[src/rtl/bitwise_pkg.sv]
// bitwise_pkg: opcodes, data width and FSM encoding shared by the bitwise ALU driver
package bitwise_pkg;
    localparam int DATA_W = 7;
    localparam logic [1:0] OP_AND  = 2'b00;
    localparam logic [1:0] OP_OR   = 2'b01;
    localparam logic [1:0] OP_XOR  = 2'b10;
    localparam logic [1:0] OP_NAND = 2'b11;
    typedef enum logic [1:0] {IDLE, ISSUE, DRAIN} state_t;
endpackage

[src/rtl/bitwise_op_driver_if.sv]
// bitwise_op_driver_if: operand/opcode/result bus between the driver and the registered bitwise ALU
interface bitwise_op_driver_if #(parameter int W = bitwise_pkg::DATA_W);
    logic [W-1:0] alu_a;
    logic [W-1:0] alu_b;
    logic [1:0]   alu_op;
    logic [W-1:0] alu_q;
    modport master (output alu_a, alu_b, alu_op, input alu_q);
    modport slave (input alu_a, alu_b, alu_op, output alu_q);
endinterface

[src/rtl/bitwise_tag_pipe.sv]
// bitwise_tag_pipe: delays {valid, op} by DEPTH clocks so each ALU result is matched to its opcode
module bitwise_tag_pipe #(parameter int DEPTH = 2) (
    input  logic       clk,
    input  logic       rst,
    input  logic       in_v,
    input  logic [1:0] in_op,
    output logic       out_v,
    output logic [1:0] out_op
);
    logic [DEPTH-1:0][2:0] sr;
    always_ff @(posedge clk or posedge rst)
        if (rst) sr <= '0;
        else begin
            sr[0] <= {in_v, in_op};
            for (int i = 1; i < DEPTH; i++) sr[i] <= sr[i-1];
        end
    assign {out_v, out_op} = sr[DEPTH-1];
endmodule

[src/rtl/bitwise_op_driver.sv]
// bitwise_op_driver: latches one operand pair, issues AND/OR/XOR/NAND back-to-back to a registered ALU,
// captures each result by its tag and pulses done once all four are in
module bitwise_op_driver import bitwise_pkg::*; #(
    parameter int WIDTH   = DATA_W,
    parameter int ALU_LAT = 1
) (
    input  logic             clk,
    input  logic             rst,
    input  logic             start,
    input  logic [WIDTH-1:0] a_in,
    input  logic [WIDTH-1:0] b_in,
    bitwise_op_driver_if.master alu,
    output logic [WIDTH-1:0] res_and,
    output logic [WIDTH-1:0] res_or,
    output logic [WIDTH-1:0] res_xor,
    output logic [WIDTH-1:0] res_nand,
    output logic             busy,
    output logic             done
);
    state_t state, state_n;
    logic [1:0] op, op_n, tag_op;
    logic [WIDTH-1:0] a_q, b_q;
    logic ld, iss, fin, tag_v;
    assign alu.alu_a  = a_q;
    assign alu.alu_b  = b_q;
    assign alu.alu_op = op;
    bitwise_tag_pipe #(.DEPTH(ALU_LAT + 1)) u_tag (
        .clk(clk), .rst(rst), .in_v(iss), .in_op(op_n), .out_v(tag_v), .out_op(tag_op)
    );
    // the run ends on the capture of the NAND tag, not on a cycle count, so it tracks ALU_LAT
    always_comb begin
        ld      = state == IDLE && start;
        iss     = ld || state == ISSUE;
        fin     = state == DRAIN && tag_v && tag_op == OP_NAND;
        op_n    = (ld || fin) ? OP_AND : state == ISSUE ? op + 2'd1 : op;
        state_n = ld ? ISSUE : (state == ISSUE && op == OP_XOR) ? DRAIN : fin ? IDLE : state;
    end
    always_ff @(posedge clk or posedge rst)
        if (rst) begin
            state    <= IDLE;
            op       <= OP_AND;
            a_q      <= '0;
            b_q      <= '0;
            res_and  <= '0;
            res_or   <= '0;
            res_xor  <= '0;
            res_nand <= '0;
            busy     <= 1'b0;
            done     <= 1'b0;
        end else begin
            state <= state_n;
            op    <= op_n;
            if (ld) begin
                a_q <= a_in;
                b_q <= b_in;
            end
            busy <= ld | (busy & ~fin);
            done <= fin;
            if (tag_v && tag_op == OP_AND)  res_and  <= alu.alu_q;
            if (tag_v && tag_op == OP_OR)   res_or   <= alu.alu_q;
            if (tag_v && tag_op == OP_XOR)  res_xor  <= alu.alu_q;
            if (tag_v && tag_op == OP_NAND) res_nand <= alu.alu_q;
        end
endmodule

[src/flat_wrapper.sv]
// flat-port wrapper written by rule: the top's interface ports become plain ports
module bitwise_op_driver_flat import bitwise_pkg::*;
#(
    parameter int WIDTH   = DATA_W,
    parameter int ALU_LAT = 1
)
  (clk, rst, start, a_in, b_in, res_and, res_or, res_xor, res_nand, busy, done, alu_alu_a, alu_alu_b, alu_alu_op, alu_alu_q);
  bitwise_op_driver_if #(.W(7)) alu_i ();
  input  logic clk;
  input  logic rst;
  input  logic start;
  input  logic [WIDTH-1:0] a_in;
  input  logic [WIDTH-1:0] b_in;
  output logic [WIDTH-1:0] res_and;
  output logic [WIDTH-1:0] res_or;
  output logic [WIDTH-1:0] res_xor;
  output logic [WIDTH-1:0] res_nand;
  output logic busy;
  output logic done;
  output wire logic [$bits(alu_i.alu_a)-1:0] alu_alu_a;
  output wire logic [$bits(alu_i.alu_b)-1:0] alu_alu_b;
  output wire logic [$bits(alu_i.alu_op)-1:0] alu_alu_op;
  input wire logic [$bits(alu_i.alu_q)-1:0] alu_alu_q;
  assign alu_alu_a = alu_i.alu_a;
  assign alu_alu_b = alu_i.alu_b;
  assign alu_alu_op = alu_i.alu_op;
  assign alu_i.alu_q = alu_alu_q;
  bitwise_op_driver #(.WIDTH(WIDTH), .ALU_LAT(ALU_LAT)) u_core (.clk(clk), .rst(rst), .start(start), .a_in(a_in), .b_in(b_in), .alu(alu_i), .res_and(res_and), .res_or(res_or), .res_xor(res_xor), .res_nand(res_nand), .busy(busy), .done(done));
endmodule
[config.mk]
export PLATFORM = sky130hd
export DESIGN_NAME = bitwise_op_driver_flat
export DESIGN_NICKNAME = d
export VERILOG_FILES = /design/src/rtl/bitwise_pkg.sv /design/src/rtl/bitwise_op_driver_if.sv /design/src/rtl/bitwise_tag_pipe.sv /design/src/rtl/bitwise_op_driver.sv /design/src/flat_wrapper.sv
export SDC_FILE = /design/constraint.sdc
export NUM_CORES = 1
export LEC_CHECK = 0
export CAP_MARGIN = 30
export CORE_ASPECT_RATIO = 1.1
export CORE_MARGIN = 4
export CORE_UTILIZATION = 50
export DETAILED_ROUTE_END_ITERATION = 8
export DONT_BUFFER_PORTS = 1
export PLACE_DENSITY = 0.75
export SLEW_MARGIN = 20
export SYNTH_ARGS = -nofsm -noshare
export SYNTH_HDL_FRONTEND = slang
export SYNTH_SLANG_ARGS = --single-unit
[constraint.sdc]
create_clock -name clk -period 1.6 [get_ports clk]
set_input_delay 0.24 -clock clk [delete_from_list [all_inputs] [get_ports clk]]
set_output_delay 0.24 -clock clk [all_outputs]
set_load 0.005 [all_outputs]
==> flow_summary.yaml, run 1 <==
outcome:
  status: "finished, final reports clean"
global_route:
  grt_pass1_vias: 1152
  antenna_found_initial: 0
  grt_pass1_wl_um: 5890
  grt_overflow: 0
  grt_usage_pct: 14.8
  grt_start_max_net_pins: 27
synth:
  synth_most_common_cell: "dfrtp_1"
  yosys-top-cells-count: "dfrtp_1 (52), mux2_2 (32), mux2_4 (8)"
  synthFlopType: "dfrtp_1"
  synth_largest_area_cell: "dfrtp_1"
  ys_warn_count: 0
  netlist_area_um2: 2070
  yosysSeqAreaShare_pct: 62.8
  syn-instance-count: 127
  synth_nets: 152
  syn_area_per_cell_um2: 16.3
  synthTopCellsByArea: "dfrtp_1 (63%), mux2_2 (17%), mux2_4 (5.8%)"
  synth_edf_count: 0
  ys_types: 25
  synth_seq_cells: 52
  async_reset_ff_share_pct: 100
  yosysTopAreaCellShare_pct: 62.8
setup_path:
  timing.rr.start: "u_core.u_tag.out_op[0]"
  critPathArrivalTime_ns: 1.60
  r2r-end: "u_core.res_xor[4]"
  critPathLaunchType: "flip-flop"
  cp_max_fo: 7
  crit_type: "flip-flop to flip-flop"
  required_ns: 1.78
  r2r_slack_ns: 0.18
  ff2ff_path_depth: 2
  crit_path_end_kind: "flip-flop"
sta:
  hold_slack_ns: 0.0775
  tightest_slew_ns: 0.499
  setup-tns-final_ns: 0
  grt_setup_unrepaired: "false"
  final-max-slew-violation-count: 0
  setup_violations: 0
  skew_ns: 0.00856
  finalCritPeriodShare_pct: 88.9
  hold_viol: 0
  maxSlewHeadroom_pct: 66.7
  fmax_mhz: 703
  period_needed_ns: 1.42
routing:
  drt_wl_total_um: 3740
  postRouteAntennaNets: 0
  via_per_inst: 5.63
  drtPass1Iterations: 2
  drt-initial-drc-count: 48
  drc: 0
  via_count: 1042
  wire_per_inst_um: 20.2
die:
  boundaryPins: 70
  die_w_um: 69.4
  die_y_um: 75.5
  rows: 24
  start_util_pct: 51.9
  core_area_um2: 3990
  dieArea_um2: 5240
cells_and_area:
  drive_gt1_share_pct: 42.9
  multi_input_area_um2: 698
  area_growth_pct: 6.76
  n_antenna_cell: 0
  fin_cells: 185
  register_area_um2: 1300
  nets: 157
  fill_cells: 336
clock_tree:
  numCtsBuffers: 5
  postCtsSetupBuffers: 0
  clock_sinks: 52
  postCtsResizedCells: 0
  clockBufferDepth: 2
  clock-root-buffer: "clkbuf_8"
  clock_latency_ns: 0.29
  htreeDepth: 2
  cts_tree: "done"
  cts_hold_buf: 1
  clkTransAtPathRegs_ns: 0.08
run:
  maxCapViolations: 0
pwr:
  power.density_nw_per_um2: 1890
  finalPower_uw: 4180
  p_leak_uw: 0.000947
  ir_drop_uv: 1010
placement:
  portBuffers: 0
  hpwlAfterDp_um: 2860
  gp_congestion: 0.787
  dp.cells: 176
hold_path:
  min_from: "start"
  hold_path_end: "u_core.u_tag.sr[2]"
  whs_path_depth: 2
  hp-class: "input pin to flip-flop"
power breakdown:
part	total (µW)	internal (µW)	switching, µW
clock network	736	351	385
logic	910	626	284
registers	2540	1950	587
flip-flops by register name, indices dropped and copies added (netlist names):
register             cells
u_core.alu.alu_op        1
u_core.res_xor           7
u_core.alu.alu_a         7
u_core.res_nand          7
u_core.u_tag.out_v       1
u_core.alu.alu_b         7
u_core.res_and           7
u_core.busy              1
u_core.done              1
u_core.res_or            7
u_core.u_tag.out_op      2
u_core.state             2
u_core.u_tag.sr          2
layer usage:
layer	GRT usage [%]	share of wire [%]	vias to the layer above
li1	-	-	460
met1	15.9	37	525
met2	25.3	51	51
met3	7.39	10	6
met4	6.29	1.4	0
met5	0	0	-
logic make-up (layout without fill, tap and decap cells):
| group | Yosys count | after routing | share of synthesized area, % |
|---|---|---|---|
| buffers and inverters | 10 | 16 | 3.56 |
| flip-flops | 52 | 52 | 62.8 |
| AND/OR/NAND/NOR | 17 | 17 | 6.76 |
| AO/OA/AOI/OAI | 5 | 5 | 2.05 |
| adder cells (fa/ha/maj) | 1 | 1 | 0.603 |
| multiplexers | 42 | 42 | 24.3 |
cells in the final DEF, fill, tap and decap left out:
cell type,instances
a211o_1,1
a21o_2,1
a21oi_1,1
a311o_1,2
and2_1,1
and4b_2,1
buf_4,5
clkbuf_1,1
clkbuf_8,6
clkinvlp_4,1
dfrtp_1,52
dlygate4sd3_1,1
ha_1,1
inv_1,1
inv_2,1
mux2_1,2
mux2_2,32
mux2_4,8
nand2b_1,1
nand3_1,1
nand3b_1,2
nand4b_1,1
nor2_1,3
nor2b_1,1
nor3b_1,2
nor3b_4,2
nor4b_1,2
final cells by class:
cell class	count	share of cell area, %
clock buffers	7	3.90
well taps	52	2.94
multi-input cells	65	31.5
repair buffers	6	2.15
clock inverters	1	0.339
inverters	2	0.339
flip-flops and latches	52	58.8
how the worst max path moves through the flow:
stage	startpoint	endpoint	slack, ns	depth (start not counted)
5_1_grt	u_core.u_tag.out_op[0]	u_core.res_xor[4]	0.12	2
3_3_place_gp	u_core.u_tag.out_op[0]	u_core.res_xor[2]	0.23	2
4_1_cts	u_core.u_tag.out_op[0]	u_core.res_xor[6]	0.15	2
6_report	u_core.u_tag.out_op[0]	u_core.res_xor[4]	0.18	2
2_1_floorplan	rst	u_core.alu.alu_a[0]	0.10	1
3_5_place_dp	u_core.u_tag.out_op[0]	u_core.res_xor[4]	0.16	2
through the flow:
step / utilization [%] / setup slack (ns) / cell area, µm²
after floorplan: - / 0.102 / 2070
after global placement: 52.8 / 0.228 / 2110
after detailed placement: 52.8 / 0.160 / 2110
after CTS: 55.4 / 0.149 / 2210
after global routing: 55.4 / 0.125 / 2210
final: 55.4 / 0.177 / 2210
worst max-delay path, cell delays in order (launching register included):
cell and delay (ns):
dfrtp_1 0.45, nand3b_1 0.45, mux2_2 0.41
Note: power is estimated with default switching activity, not from simulation.
==> inputs of run 2 (changes only) <==
--- a/config.mk
+++ b/config.mk
@@ -11,8 +11,9 @@
 export CORE_UTILIZATION = 50
 export DETAILED_ROUTE_END_ITERATION = 8
 export DONT_BUFFER_PORTS = 1
-export PLACE_DENSITY = 0.75
+export PLACE_DENSITY = 0.65
 export SLEW_MARGIN = 20
 export SYNTH_ARGS = -nofsm -noshare
 export SYNTH_HDL_FRONTEND = slang
+export SYNTH_HIERARCHICAL = 1
 export SYNTH_SLANG_ARGS = --single-unit
==> run 2 against run 1 <==
Flip-flop and latch count grew 2. Sequential power shrank 3%. Critical path type unchanged. Cell count grew 2.7%. Largest power group unchanged. Clock power grew 3.1%.
==> flow_summary.yaml, run 2 <==
die:
  die_y_um: 75.8
  core_area_um2: 3990
  boundaryPins: 70
  rows: 24
  dieArea_um2: 5280
  start_util_pct: 52.4
  die_w_um: 69.7
routing:
  postRouteAntennaNets: 0
  via_count: 1058
  wire_per_inst_um: 19.3
  via_per_inst: 5.57
  drc: 0
  drt-initial-drc-count: 42
  drtPass1Iterations: 4
  drt_wl_total_um: 3670
cells_and_area:
  area_growth_pct: 8.67
  layout_common_cells: "dfrtp_1 (54), mux2_2 (34), mux2_4 (9)"
  postLayoutCellArea_um2: 2270
  fill_cells: 314
  nets: 162
  layout_commonest_cell: "dfrtp_1"
  n_antenna_cell: 0
  drive_gt1_share_pct: 43.5
sta:
  skew_ns: 0.0117
  maxSlewHeadroom_pct: 70.1
  setup_ws_ns: 0.216
  finalCritPeriodShare_pct: 86.5
  grt_setup_unrepaired: "false"
  period_needed_ns: 1.38
  setup-tns-final_ns: 0
  hold_viol: 0
  setup_violations: 0
  fmax_mhz: 722
  tightest_slew_ns: 0.448
  final-max-slew-violation-count: 0
synth:
  ys_warn_count: 6
  synth_compound_area_share_pct: 2.03
  synth_nets: 154
  ys_types: 20
  yosysTopAreaCellShare_pct: 64.6
  yosys-top-cells-count: "dfrtp_1 (54), mux2_2 (34), mux2_4 (9)"
  async_reset_ff_share_pct: 100
  syn_area_per_cell_um2: 16.2
  synthTopCellsByArea: "dfrtp_1 (65%), mux2_2 (18%), mux2_4 (6.5%)"
  netlist_area_um2: 2090
  synthMuxAreaShare_pct: 24.8
  synth_largest_area_cell: "dfrtp_1"
  synth_adder_area_share_pct: 0.598
  synth_most_common_cell: "dfrtp_1"
  synth_xor_area_share_pct: 0
  synthFlopType: "dfrtp_1"
  yosysSeqAreaShare_pct: 64.6
  synth_top_family_by_area: "multiplexers"
  synth_edf_count: 0
  synthSimpleGateAreaFrac_pct: 4.84
  syn-instance-count: 129
  synth_seq_cells: 54
global_route:
  grt_start_max_net_pins: 29
  grt_pass1_vias: 1127
  grt_overflow: 0
  grt_usage_pct: 14.2
  grt_pass1_wl_um: 5660
  antenna_found_initial: 0
clock_tree:
  clock_sinks: 54
  clock_latency_ns: 0.30
  clkTransAtPathRegs_ns: 0.10
  cts_tree: "done"
  postCtsSetupBuffers: 0
  postCtsResizedCells: 0
  numCtsBuffers: 5
  htreeDepth: 2
  clock-root-buffer: "clkbuf_8"
  clockBufferDepth: 2
placement:
  hpwlAfterDp_um: 2830
  dp_slack_ns: 0.217
  placed_cell_area_um2: 2170
  gp_congestion: 0.776
  portBuffers: 0
hold_path:
  hold_path_end: "u_core/res_xor[2]"
  whs_path_depth: 1
  hp-class: "input pin to flip-flop"
  min_from: "alu_alu_q[2]"
setup_path:
  r2r-end: "u_core/res_and[3]"
  crit_chain: "nor3b_4, mux2_2"
  slowest_delay_ns: 0.44
  crit_path_end_kind: "flip-flop"
  cp_max_fo: 7
  required_ns: 1.78
  critPathArrivalTime_ns: 1.57
  critPathSlowestCell: "dfrtp_1"
  r2r_slack_ns: 0.22
  timing.rr.start: "u_core/u_tag/out_op[0]"
  critPathLaunchType: "flip-flop"
  crit_type: "flip-flop to flip-flop"
  ff2ff_path_depth: 2
pwr:
  power.density_nw_per_um2: 1740
  finalPower_uw: 3950
  p_leak_uw: 0.000999
  ir_drop_uv: 1100
run:
  maxCapViolations: 0
outcome:
  status: "finished, final reports clean"
run 2: cell count changes after synthesis, sizes merged, moves of 2 or more:
cell / delta
nand2: +4
buf: -3
nor3: +3
a21oi: +2
a311o: -2
dfrtp: +2
inv: +2
nor3b: -2
nor4b: -2
o21ai: +2
run 2: per-stage QoR:
step                hold WS [ns]  instances  util [%]
finish                    0.0868        190      56.9
global route              0.0635        190      56.9
CTS                       0.0781        190      56.9
detailed placement        0.0542        181      54.3
global placement          0.0558        181      54.3
floorplan                 0.0310        129         -
run 2: kinds of logic after synthesis:
| family | count (synthesis) |
|---|---|
| adder cells (fa/ha/maj) | 1 |
| multiplexers | 43 |
| AND/OR/NAND/NOR | 15 |
| buffers and inverters | 9 |
| flip-flops | 54 |
| AO/OA/AOI/OAI | 7 |
run 2: cell type report:
cell class	count	area, µm²	area share [%]
Timing Repair Buffer	6	72.6	3.19
Tap cell	52	65.1	2.86
Multi-Input combinational cell	66	674	29.7
Clock inverter	2	12.5	0.550
Sequential cell	54	1350	59.4
Inverter	4	15.0	0.660
Clock buffer	6	82.6	3.63
run 2: worst max path at each step:
stage,to,from,slack [ns]
global route,u_core/res_and[2],u_core/u_tag/out_op[0],0.13
finish,u_core/res_and[3],u_core/u_tag/out_op[0],0.22
floorplan,u_core/alu.alu_a[0],u_core/state[0],0.16
global placement,u_core/res_and[3],u_core/u_tag/out_op[0],0.25
detailed placement,u_core/res_and[2],u_core/u_tag/out_op[0],0.22
CTS,u_core/res_and[3],u_core/u_tag/out_op[0],0.20
run 2: where the power goes:
group / internal [µW] / switching (µW)
Sequential: 1970 / 496
Combinational: 491 / 233
Clock: 348 / 411
run 2: timing repair:
| action | in CTS | in global routing |
|---|---|---|
| hold endpoints to repair | 26 | 0 |
| endpoints found under the setup margin | 0 | 0 |
| hold buffers | 1 | 0 |
run 2: metal layers:
| layer | part of all wire, % | vias up | wire length, µm | GRT usage [%] |
|---|---|---|---|---|
| met3 | 11 | 4 | 392 | 7.39 |
| met4 | 0.90 | 0 | 33 | 3.83 |
| met1 | 37 | 540 | 1360 | 15.2 |
| met2 | 51 | 54 | 1880 | 25.1 |
| met5 | 0 | - | 0 | 0 |
| li1 | - | 460 | - | - |
run 2: critical path, delay by kind of cell (launching register included):
family | cells | cell delay (ns)
DFF | 1 | 0.44
muxes | 1 | 0.39
and+or+nand+nor | 1 | 0.44
